**config.mk**
```make
export PLATFORM = sky130hd
export DESIGN_NAME = mem_stage_ctrl
export DESIGN_NICKNAME = d
export VERILOG_FILES = /design/src/rtl/mem_stage_ctrl.sv
export SDC_FILE = /design/constraint.sdc
export NUM_CORES = 1
export LEC_CHECK = 0
export ABC_AREA = 0
export CAP_MARGIN = 10
export CELL_PAD_IN_SITES_DETAIL_PLACEMENT = 0
export CELL_PAD_IN_SITES_GLOBAL_PLACEMENT = 1
export CORE_MARGIN = 4
export CORE_UTILIZATION = 31
export DETAILED_ROUTE_END_ITERATION = 16
export GPL_ROUTABILITY_DRIVEN = 0
export PLACE_DENSITY_LB_ADDON = 0.1
export RECOVER_POWER = 25
export SLEW_MARGIN = 20
export SYNTH_ARGS = -nofsm -noshare
export SYNTH_HDL_FRONTEND = slang
export SYNTH_SLANG_ARGS = --single-unit
```
**constraint.sdc**
```tcl
create_clock -name clk -period 2.12 [get_ports clk]
set_input_delay 0.53 -clock clk [delete_from_list [all_inputs] [get_ports clk]]
set_output_delay 0.53 -clock clk [all_outputs]
set_load 0.02 [all_outputs]
```
**src/rtl/mem_stage_ctrl.sv**
```systemverilog
// Memory-stage controller: latches one load/store, holds strobes to the memory system
// until done or timeout, captures read data, and reports a sticky first-error code.
module mem_stage_ctrl #(
    parameter int unsigned DATA_W      = 16,
    parameter int unsigned ADDR_W      = 16,
    parameter int unsigned MAX_WAIT    = 63,
    parameter int unsigned ALIGN_CHECK = 1
) (
    input  logic              clk,
    input  logic              rst,
    input  logic              in_en,
    input  logic              in_wr,
    input  logic              in_dump,
    input  logic [ADDR_W-1:0] in_addr,
    input  logic [DATA_W-1:0] in_wdata,
    output logic              mem_rd,
    output logic              mem_wr,
    output logic [ADDR_W-1:0] mem_addr,
    output logic [DATA_W-1:0] mem_wdata,
    output logic              mem_createdump,
    input  logic              mem_stall,
    input  logic              mem_done,
    input  logic [DATA_W-1:0] mem_rdata,
    input  logic              mem_err,
    output logic              out_valid,
    output logic [DATA_W-1:0] out_rdata,
    output logic              pipe_stall,
    output logic              err,
    output logic [1:0]        err_code
);

    localparam int unsigned CNT_W = 16;
    localparam logic [CNT_W-1:0] LAST_WAIT = CNT_W'(MAX_WAIT - 1);

    localparam logic [1:0] CODE_MISALIGN = 2'b01;
    localparam logic [1:0] CODE_TIMEOUT  = 2'b10;
    localparam logic [1:0] CODE_MEMERR   = 2'b11;

    typedef enum logic [1:0] {IDLE, BUSY, RESP} state_t;

    state_t            state_q, state_d;
    logic              wr_q, wr_d;
    logic [ADDR_W-1:0] addr_q, addr_d;
    logic [DATA_W-1:0] wdata_q, wdata_d;
    logic [CNT_W-1:0]  cnt_q, cnt_d;
    logic              rd_q, rd_d, mwr_q, mwr_d;
    logic              valid_q, valid_d;
    logic [DATA_W-1:0] rdata_q, rdata_d;
    logic              err_q, err_d;
    logic [1:0]        code_q, code_d;
    logic              dump_q, cdump_q;
    logic              misalign, timeout;

    // mem_stall is informational only; mem_done alone ends an access
    logic unused_stall;
    assign unused_stall = mem_stall;

    always_ff @(posedge clk) begin
        if (rst) begin
            state_q <= IDLE;
            wr_q    <= 1'b0;
            addr_q  <= '0;
            wdata_q <= '0;
            cnt_q   <= '0;
            rd_q    <= 1'b0;
            mwr_q   <= 1'b0;
            valid_q <= 1'b0;
            rdata_q <= '0;
            err_q   <= 1'b0;
            code_q  <= 2'b00;
            dump_q  <= 1'b0;
            cdump_q <= 1'b0;
        end else begin
            state_q <= state_d;
            wr_q    <= wr_d;
            addr_q  <= addr_d;
            wdata_q <= wdata_d;
            cnt_q   <= cnt_d;
            rd_q    <= rd_d;
            mwr_q   <= mwr_d;
            valid_q <= valid_d;
            rdata_q <= rdata_d;
            err_q   <= err_d;
            code_q  <= code_d;
            dump_q  <= in_dump;
            cdump_q <= in_dump & ~dump_q;
        end
    end

    always_comb begin
        state_d    = state_q;
        wr_d       = wr_q;
        addr_d     = addr_q;
        wdata_d    = wdata_q;
        cnt_d      = cnt_q;
        rd_d       = rd_q;
        mwr_d      = mwr_q;
        valid_d    = 1'b0;
        rdata_d    = rdata_q;
        err_d      = err_q;
        code_d     = code_q;
        pipe_stall = 1'b0;
        misalign   = 1'b0;
        timeout    = 1'b0;

        case (state_q)
            IDLE: begin
                if (in_en) begin
                    pipe_stall = 1'b1;
                    if ((ALIGN_CHECK != 0) && in_addr[0]) begin
                        misalign = 1'b1;
                        rdata_d  = '0;
                        valid_d  = 1'b1;
                        state_d  = RESP;
                    end else begin
                        addr_d  = in_addr;
                        wdata_d = in_wdata;
                        wr_d    = in_wr;
                        cnt_d   = '0;
                        rd_d    = ~in_wr;
                        mwr_d   = in_wr;
                        state_d = BUSY;
                    end
                end
            end
            BUSY: begin
                pipe_stall = 1'b1;
                cnt_d      = cnt_q + CNT_W'(1);
                // completion wins over a timeout landing on the same cycle
                if (mem_done) begin
                    rdata_d = wr_q ? '0 : mem_rdata;
                    rd_d    = 1'b0;
                    mwr_d   = 1'b0;
                    valid_d = 1'b1;
                    state_d = RESP;
                end else if (cnt_q == LAST_WAIT) begin
                    timeout = 1'b1;
                    rdata_d = '0;
                    rd_d    = 1'b0;
                    mwr_d   = 1'b0;
                    valid_d = 1'b1;
                    state_d = RESP;
                end
            end
            RESP:    state_d = IDLE;
            default: state_d = IDLE;
        endcase

        if (misalign || timeout || mem_err) begin
            err_d = 1'b1;
            if (!err_q) begin
                code_d = misalign ? CODE_MISALIGN : (timeout ? CODE_TIMEOUT : CODE_MEMERR);
            end
        end
    end

    assign mem_rd         = rd_q;
    assign mem_wr         = mwr_q;
    assign mem_addr       = addr_q;
    assign mem_wdata      = wdata_q;
    assign mem_createdump = cdump_q;
    assign out_valid      = valid_q;
    assign out_rdata      = rdata_q;
    assign err            = err_q;
    assign err_code       = code_q;

endmodule

```
# Yosys cells after proc, flatten, opt, wreduce, memory -nomap -nowiden
# Cells that the tools add are included.
# totals
mem_count,0
output_inout_bits,56
romBits,0
wordCells,69
reg_bits,74
in_bits,56
ramBits,0
latchBits,0
# op_classes
div,0
reduce_logical,10
shifts,0
bitwise_logic,5
n_addsub,1
n_eq_ne,6
n_lt_le_gt_ge,0
mux,34
mul,0
# op_table
operator,count
$mux W16,7
$pmux W16 S2,2
$add A16 B1 Y16 const B,1
$eq A16 B6 Y1 const B,1
$mux W1,15
$mux W2,5
$pmux W1 S2,4
$reduce_and A4 Y1,2
$ne A2 B2 Y1 const B,3
$reduce_and A3 Y1,2
$not A1 Y1,4
$pmux W2 S2,1
$reduce_and A2 Y1,2
$ne A3 B3 Y1 const B,1
$eq A2 B1 Y1 const B,1
$logic_not A2 Y1,1
$logic_or A1 B1 Y1,2
$reduce_bool A2 Y1,1
$and A1 B1 Y1,1

# Longest topological paths before layout
# logic_depth
ltp_word,7
ltp_mapped,7
ltp_nobuf,6

# Least setup slack after synthesis
# No wires, ideal clock.
# synth_timing
kind,reg2reg
startpoint,register cnt_q[0]
endpoint,register rdata_q[10] (netlist: out_rdata[10])
path_buffers,1
setup_ns,0.129
stages_incl_launch_ff,8
arrival_ns,1.521
setup_slack_ns,0.469
required_ns,1.991
synth_period_minus_slack_ns,1.651
path_cell_list,dfxtp_1 -> inv_1 -> ha_1 -> nor3b_1 -> nand4_2 -> a211oi_4 -> buf_6 -> o31ai_1
# synth_via
elab_chain_cells,3
# synth_lines
element,line_no,source
start: declaration,45,"logic [CNT_W-1:0] cnt_q, cnt_d;"
start signal: assignment,78,cnt_q <= cnt_d;
$eq A16 B6 Y1,136,end else if (cnt_q == LAST_WAIT) begin
$ne A3 B3 Y1 (no source line),-,
$reduce_and A4 Y1 (no source line),-,
end signal: assignment,82,rdata_q <= rdata_d;
end: declaration,48,"logic [DATA_W-1:0] rdata_q, rdata_d;"
# No other way between the ends.
# A chain may end at the register's enable or synchronous reset.

# Worst setup path in the final report
# layout_timing
startpoint,input in_en
endpoint,output pipe_stall
# layout_via
elab_chain_cells,2
# layout_lines
element,line_no,source
start: declaration,11,"input logic in_en,"
$mux W1,108,if (in_en) begin
$pmux W1 S2,106,case (state_q)
end: declaration,27,"output logic pipe_stall,"
# No other way between the ends.

==> impl_summary.log <==
[metrics] power per unit of standard cell area: 677 nW/um^2
[metrics] buffers from clock root to sink, at most: 2
[metrics] Period minus WS final: 2.01 ns
[metrics] Post-Synth XOR/XNOR Area: 2.07%
[metrics] DR pass1 iterations: 4
[metrics] capturing element type of the critical path: output pin
[metrics] Post-DP HPWL: 5300 um
[metrics] worst slack at placement: -0.170 ns
[metrics] RSZ-0062 raised after global routing: false
[metrics] total wirelength of the detailed-routed design: 7630 um
[metrics] number of nets in the layout: 517
[metrics] floorplan die width: 106 um
[metrics] count of pins over their slew limit: 0
[metrics] height of the die: 106 um
[metrics] buffer cell driving the clock tree root: sky130_fd_sc_hd__clkbuf_8
[metrics] global-route usage over all layers: 13.6%
[metrics] warnings from Yosys: 0
[metrics] number of enable flip-flop cells after synthesis: 0
[metrics] total chip power: 3.01 mW
[metrics] result of the run: complete, no violations
[metrics] Filler Cell Count: 918
[metrics] number of buffers inserted by post-CTS setup repair: 0
[metrics] initial DRC count: 75
[metrics] total clock buffers created by CTS: 9
[metrics] Worst Clk Skew: 0.0133 ns
[metrics] Async SR Flop Fraction: 0%
[metrics] count of different cell masters after synthesis: 40
[metrics] #FFs+latches synth: 74
[metrics] clock tree from TritonCTS: yes
[metrics] type of the worst setup path: input pin to output pin
[metrics] number of buffer cells added on primary ports: 109
[metrics] antenna violations before repair: 0
[metrics] # setup viols final: 0
[metrics] number of gates resized after CTS: 1
[metrics] initial standard-cell utilization of the core: 31.9%
[metrics] cell area after synthesis: 2960 sq um
[metrics] timing-limited maximum frequency: 498 MHz
[metrics] drt via density: 4.56
[metrics] Worst Hold Class: flip-flop to flip-flop
[metrics] final hold vios: 0
[metrics] boundary pin count: 112
[metrics] worst endpoint data arrival time: 1.48 ns
[metrics] die area: 11200 sq um
[metrics] synthesized-area fraction occupied by ao, oa, aoi and oai cells: 18.4%
[metrics] ant diodes: 0
[metrics] CTS HTree Levels: 3
[metrics] via count of the routed design: 2702
[metrics] Final Worst Setup Slack: 0.112 ns
[metrics] Avg Cell Area, Syn: 8.62 sq um
[metrics] ys flop type: sky130_fd_sc_hd__dfxtp_1
[metrics] residual antenna-violating net count after detailed routing: 0
[metrics] DR DRC count: 0
[metrics] largest family of logic cells by synthesized area: simple AND/OR/NAND/NOR gates
[metrics] post-synthesis share of cell area spent on full adders, half adders and majority gates: 0.844%
[metrics] startpoint kind of the worst setup timing path: input pin
[metrics] portion of netlist area occupied by mux cells: 0%
[metrics] Clk Latency, worst-skew pair: 0.35 ns
[metrics] Gate Count Post-Synth: 344
[metrics] worst hold slack: 0.384 ns
[metrics] fraction of layout cells with a size suffix above 1: 9.05%
[metrics] simple-gate share of the synthesized area: 22.4%
[metrics] area added between synthesis and finish: 50.0%
[metrics] number of placement rows: 35
[metrics] wire length per cell: 12.9 um
[metrics] leakage power total: 1.53 nW
[metrics] part of the Yosys area used for sequential elements: 50.0%
[metrics] part of the cycle the worst path needs: 94.7%
[metrics] pin count of the biggest net entering global routing: 34
[metrics] worst path required time: 1.59 ns
[metrics] number of buffers inserted for hold repair after clock tree synthesis: 0
[metrics] via count of the first global-routing pass: 2611
[metrics] core footprint: 9280 sq um
[metrics] wire length of the first global-routing pass: 12300 um
[metrics] worst vdd ir: 330 uV
[metrics] number of nets produced by synthesis: 402
[metrics] maximum net fanout on the critical path: 2
[metrics] TritonCTS sink count: 74
[metrics] number of max-capacitance violations reported: 0
[metrics] CTS clk-pin slew, worst paths: 0.08 ns
[metrics] grt ovf: 0
## layout by cell type, fill, tap and decap left out, drive strengths merged, types with 2 or more instances in the layout
| cell type | count |
|---|---|
| dfxtp | 74 |
| or3 | 4 |
| o2111ai | 4 |
| xor2 | 7 |
| o21ai | 7 |
| a21oi | 45 |
| nand2 | 84 |
| or4 | 4 |
| nor2 | 13 |
| clkdlybuf4s50 | 106 |
| clkinv | 4 |
| nand3 | 2 |
| nand2b | 3 |
| a31oi | 2 |
| a311oi | 2 |
| nor4b | 2 |
| nor2b | 8 |
| ha | 2 |
| inv | 21 |
| buf | 15 |
| a211oi | 3 |
| nand4 | 2 |
| clkbuf | 11 |
| o211ai | 2 |
| o31ai | 20 |
| and4 | 2 |
| nor4 | 2 |
## cell type report
type	count	area, sq um	share of cell area [%]
flip-flops and latches	74	1480	33.3
clock inverters	7	77.6	1.75
inverters	20	75.1	1.69
well taps	129	161	3.63
clock buffers	9	124	2.79
multi-input cells	229	1300	29.2
repair buffers	125	1230	27.6
## path summary, 6_finish.rpt
kind,end,from,cells after the start,slack [ns]
hold / removal,mem_createdump$_SDFF_PP0_,dump_q$_SDFF_PP0_,1,0.38
setup / recovery,pipe_stall,in_en,4,0.11
hold reg to reg,mem_createdump$_SDFF_PP0_,dump_q$_SDFF_PP0_,1,0.38
setup reg to reg,cnt_q[12]$_SDFFE_PP0P_,cnt_q[0]$_SDFFE_PP0P_,5,0.38
## worst max-delay path: stages
cell	delay, ns
sky130_fd_sc_hd__clkdlybuf4s50_1	0.49
sky130_fd_sc_hd__nor2_1	0.05
sky130_fd_sc_hd__nor2_1	0.08
sky130_fd_sc_hd__dlygate4sd2_1	0.34
## per-stage QoR
step / instance area, sq um / setup TNS (ns) / util, % / std cells
final: 4450 / 0 / 47.9 / 593
after global placement: 4270 / -0.956 / 46.0 / 577
after CTS: 4470 / 0 / 48.2 / 593
after global routing: 4450 / 0 / 47.9 / 593
after floorplan: 2960 / 0 / - / 344
after detailed placement: 4270 / -1.81 / 46.0 / 577
## where the power goes
part / internal (mW) / switching (mW)
logic: 0.227 / 0.209
clock network: 0.551 / 0.556
registers: 1.44 / 0.0292
total: 2.22 / 0.794
## sequential cells by signal (all words and copies together), names as in the netlist
signal and cells:
mem_wr 1, err_code 2, mem_createdump 1, state_q 2, err 1, cnt_q 16
mem_rd 1, wr_q 1, dump_q 1, out_rdata 16, out_valid 1, mem_addr 15
mem_wdata 16
## cells by family after synthesis
logic type               after synthesis
adder cells (fa/ha/maj)                2
AO/OA/AOI/OAI                         85
flip-flops                            74
XOR/XNOR                               7
AND/OR/NAND/NOR                      134
other                                  1
buffers and inverters                 41
## layer usage
| metal | part of all wire, % | global-route usage (%) |
|---|---|---|
| met3 | 9.2 | 6.74 |
| met1 | 46 | 16.3 |
| met2 | 44 | 21.3 |
| met5 | 0 | 0 |
| met4 | 1.3 | 4.44 |
## cell usage after synthesis, types with 2 or more instances
master	count	area, sq um
sky130_fd_sc_hd__a211oi_1	2	15.0
sky130_fd_sc_hd__a21oi_1	45	225
sky130_fd_sc_hd__a311oi_1	2	17.5
sky130_fd_sc_hd__a31oi_1	2	12.5
sky130_fd_sc_hd__and4_1	2	17.5
sky130_fd_sc_hd__buf_2	3	15.0
sky130_fd_sc_hd__buf_4	3	22.5
sky130_fd_sc_hd__buf_6	2	22.5
sky130_fd_sc_hd__clkbuf_1	13	48.8
sky130_fd_sc_hd__dfxtp_1	74	1480
sky130_fd_sc_hd__ha_1	2	25.0
sky130_fd_sc_hd__inv_1	20	75.1
sky130_fd_sc_hd__nand2_1	84	315
sky130_fd_sc_hd__nand2b_1	3	18.8
sky130_fd_sc_hd__nand3_1	2	10.0
sky130_fd_sc_hd__nor2_1	13	48.8
sky130_fd_sc_hd__nor2b_1	8	50.1
sky130_fd_sc_hd__nor4b_4	2	47.6
sky130_fd_sc_hd__o2111ai_1	4	35.0
sky130_fd_sc_hd__o21ai_0	7	35.0
sky130_fd_sc_hd__o31ai_1	20	150
sky130_fd_sc_hd__or3_1	4	25.0
sky130_fd_sc_hd__or4_1	4	30.0
sky130_fd_sc_hd__xor2_1	7	61.3
Power figures use the tool's default switching activity.
==> variant 1, RTL diff (config.mk and constraints unchanged) <==
Reset style: asynchronous (`rst`), changed in one clocked block.
--- a/src/rtl/mem_stage_ctrl.sv
+++ b/src/rtl/mem_stage_ctrl.sv
@@ -55,7 +55,7 @@
     logic unused_stall;
     assign unused_stall = mem_stall;
 
-    always_ff @(posedge clk) begin
+    always_ff @(posedge clk or posedge rst) begin
         if (rst) begin
             state_q <= IDLE;
             wr_q    <= 1'b0;
Formal check against the unedited RTL: differs if rst is asserted again (counterexample within 4 cycles, from zero or initial values and one cycle with rst high); with rst held inactive, the same outputs for 10 cycles.
==> variant 1 against the original RTL <==
- count of clock-buffer cells in the layout rose by 2
- cell area up 4.9%
- critical endpoint unchanged
- critical path depth is the same
- area after synthesis up 4.5%
- sequential cell count did not move
- worst setup slack lost 0.026 ns
- wire length is 6.7% higher
Power is not compared: it rests on default switching activity, and its combinational part moved more than twofold at a synthesized area within 25%.
==> variant 1: results (changes against the original RTL) <==
- Crit path max-delay family: buffers and inverters
- Final Util: 47.9% (about the same)
- CP peak stage delay: 0.51 ns (+0.02 ns)
- Worst Hold Endpoint: mem_createdump
- WP data arrival: 1.50 ns (+0.02 ns)
- Met3 GRT Util: 6.39% (-0.35 points)
- Setup ws final: 0.0856 ns (-0.0265 ns)
- XOR/XNOR Fraction of Synth Area: 1.41% (-0.65 points)
- Post-Syn Instances: 307 (-11%)
- Net Count, Synth: 365 (-9.2%)
- Vias: 2,612 (-3.3%)
- Status: complete, no violations
- Share of layout cells above drive strength 1: 9.66% (+0.60 points)
- Cells after DPL: 552 (-4.3%)
- Worst r2r src: cnt_q[0]
- Vias in the first global route: 2,653 (+1.6%)
- M2 GR Usage: 22.0% (+0.67 points)
- Met3 WL: 768 µm (+8.9%)
- FFs w/ async S/R, synth: 100% (+100 points)
- M1 GR Usage: 18.6% (+2.3 points)
- Hold Startpoint: dump_q
- Worst slack, placed: -0.182 ns (-0.0122 ns)
- Post-synthesis mux area share: 0.323% (+0.32 points)
- R2R cell count: 7 (+2)
- Final net count: 488 (-5.6%)
- Largest net degree at the start of global routing: 75 (+120%)
- Insertion delay to the later sink of the worst-skew pair: 0.35 ns (about the same)
- Tot GR Track Use: 14.6% (+0.95 points)
- Reg2reg setup slack: 0.30 ns (-0.08 ns)
- Number of distinct library cells after synthesis: 43 (+7.5%)
- Placed cell areas: 4470 µm² (+4.7%)
- Critical R2R Capture: out_rdata[11]
- Hold_ws: 0.397 ns (+0.0124 ns)
- Met2 wire length: 3670 µm (+10%)
- Synth area leaders: dfrtp_1, nand2_1, a22o_1
- Clock Path Buffers: 2 (unchanged)
- Synth Area in Adders: 0.808% (-0.036 points)
- Synth top cells by count: nand2_1, dfrtp_1, a22o_1
- Compound-gate portion of the synthesized area: 12.4% (-6.0 points)
- Fillers: 964 (+5.0%)
- DR iter-0 viols: 125 (+67%)
- First-pass GRT wire length: 13,400 µm (+8.7%)
- Post-synthesis sequential area ratio: 59.8% (+9.8 points)
- Min-Delay Path Depth: 1 (unchanged)
- DR pass1 iterations: 6 (+2)
- Metal1 wirelength: 3610 µm (+3.3%)
- DP HPWL: 5580 µm (+5.2%)
- Most common flop cell mapped by yosys: dfrtp_1
- CP max FO: 3 (+1)
- Drt wl/cell: 14.3 µm (+11%)
- DRT Wirelength: 8140 µm (+6.7%)
## variant 1: cell types whose count changed after synthesis, sizes merged, moves of 5 or more
cell,change
dfrtp,+74
dfxtp,-74
a21oi,-31
nand2,+23
a22o,+16
o31ai,-16
inv,-11
clkbuf,-8
nor2b,-5
## variant 1: layout make-up
type / count / area share, %
clock buffer: 11 / 3.03
clock inverter: 5 / 1.34
inverter: 9 / 0.805
multi-input combinational: 210 / 24.3
sequential: 74 / 39.7
tap: 133 / 3.57
timing repair buffer: 126 / 27.2
## variant 1: power by group through the flow
stage	registers, mW	clock network, mW	logic (mW)
final	1.88	1.14	1.48
after global routing	1.93	1.26	1.61
after CTS	1.89	1.19	1.51
after detailed placement	1.90	0	1.51
after global placement	1.90	0	1.50
after floorplan	2.21	0	0.393
## variant 1: timing repair
item / in CTS / in global routing
resized for setup: 1 / 0
setup endpoints to repair: 1 / 0
setup buffers: 0 / 0
==> variant 2, RTL diff (same flow settings) <==
Made on the original files. `DATA_W`: 16 -> 12.
--- a/src/rtl/mem_stage_ctrl.sv
+++ b/src/rtl/mem_stage_ctrl.sv
@@ -1,7 +1,7 @@
 // Memory-stage controller: latches one load/store, holds strobes to the memory system
 // until done or timeout, captures read data, and reports a sticky first-error code.
 module mem_stage_ctrl #(
-    parameter int unsigned DATA_W      = 16,
+    parameter int unsigned DATA_W      = 12,
     parameter int unsigned ADDR_W      = 16,
     parameter int unsigned MAX_WAIT    = 63,
     parameter int unsigned ALIGN_CHECK = 1
Interface: changed (resized in_wdata, mem_rdata, mem_wdata and out_rdata); port bits go from 112 to 96. No check against the original RTL was run, so the function may have changed too.
==> variant 2 against the original RTL <==
- sequential cell count shrank 8
- area after synthesis shrank 11%
- worst setup slack gained 0.012 ns
- critical path depth grew 1
- wire length shrank 7.6%
- total power shrank 8.2%
- global-route usage grew 0.84 points
- cell area shrank 11%
- critical endpoint is now cnt_q[10]
- largest power group unchanged
==> variant 2: results (changes against the original RTL) <==
- Status: complete, no violations
- Share of layout cells above drive strength 1: 8.98% (-0.068 points)
- Tot GR Track Use: 14.5% (+0.84 points)
- Post-synthesis mux area share: 0% (unchanged)
- Inverters: 5 (-75%)
- Crit path max-delay family: simple AND/OR/NAND/NOR gates
- Worst VDD drop: 0.244 mV (-26%)
- DP HPWL: 4920 µm (-7.2%)
- XOR/XNOR Fraction of Synth Area: 1.66% (-0.41 points)
- DR iter-0 viols: 72 (-4.0%)
- DRT Wirelength: 7050 µm (-7.6%)
- Fraction of area in multi-input gates: 29.7% (+0.52 points)
- Clock skew: 0.00552 ns (-0.00775 ns)
- Bufs w/o clock: 111 (-11%)
- Number of distinct library cells after synthesis: 42 (+5.0%)
- Initial antenna violation count: 0 (unchanged)
- Largest net degree at the start of global routing: 42 (+24%)
- Final Total Pwr: 2.77 mW (-8.2%)
- Multi-In Gates: 225 (-1.7%)
- Power Sequential: 1.31 mW (-11%)
- LEAKAGE: 1.43 nW (-6.7%)
- Cells after DPL: 512 (-11%)
- CLK BUF: 12 (+3)
- Placed cell areas: 3780 µm² (-12%)
- Vias in the first global route: 2,472 (-5.3%)
- CP peak stage delay: 0.54 ns (+0.05 ns)
- IO buf count: 93 (-15%)
- CP max FO: 6 (+4)
- Non-clock buffer share: 27.9% (+0.29 points)
- Insertion delay to the later sink of the worst-skew pair: 0.33 ns (-0.02 ns)
- Critical-path cell with the highest stage delay: clkdlybuf4s50_1
- Register area: 1320 µm² (-11%)
- Num Clock Sinks: 66 (-11%)
- Post-synthesis sequential area ratio: 50.0% (about the same)
- Final net count: 468 (-9.5%)
- Synth top cells by count: nand2_1, dfxtp_1, a21oi_1
- Worst slack, placed: -0.288 ns (-0.118 ns)
- Synth area leaders: dfxtp_1, a21oi_1, nand2_1
- Combinational share of power: 13.8% (-0.7 points)
- Layout clock area frac: 5.16% (+0.63 points)
- Clock transition at path regs: 0.07 ns
- Fin cells: 528 (-11%)
- Fillers: 853 (-7.1%)
- Compound-gate portion of the synthesized area: 19.5% (+1.1 points)
- Net Count, Synth: 366 (-9.0%)
- WP data arrival: 2.25 ns (+0.77 ns)
- Multi-input logic area: 1180 µm² (-9.4%)
- PostCTS Resize Cnt: 2 (+1)
- Synth Area in Adders: 0.947% (+0.10 points)
- Via-to-Cell Ratio: 4.73 (+3.7%)
- First-pass GRT wire length: 11,700 µm (-5.3%)
- # H-tree levels: 3 (unchanged)
- Sw Pwr: 676 µW (-15%)
## variant 2: cell types whose count changed after synthesis, sizes merged, moves of 3 or more
cell     unedited run  this run
a21oi              45        55
a211oi              3         0
o21ai               7        19
nor2b               8         4
nor2               13        16
nand2              84        73
xor2                7         4
o2111ai             4         1
dfxtp              74        66
o31ai              20         6
inv                20         5
## variant 2: routing by layer
layer  vias to the layer above  part of all wire, %  global-route usage [%]  routed length, µm
li1                       1287                    -                       -                  -
met1                      1130                   47                    18.6               3280
met2                        69                   44                    21.9               3130
met3                        10                  7.7                    5.21                545
met4                         0                  1.4                    5.91                 98
met5                         -                    0                       0                  0
## variant 2: worst paths after layout
check,startpoint,endpoint,slack [ns],cells past startpoint
setup / recovery,in_en,cnt_q[10],0.12,5
hold / removal,dump_q,mem_createdump,0.38,1
setup reg to reg,cnt_q[2],cnt_q[13],0.32,4
hold reg to reg,dump_q,mem_createdump,0.38,1
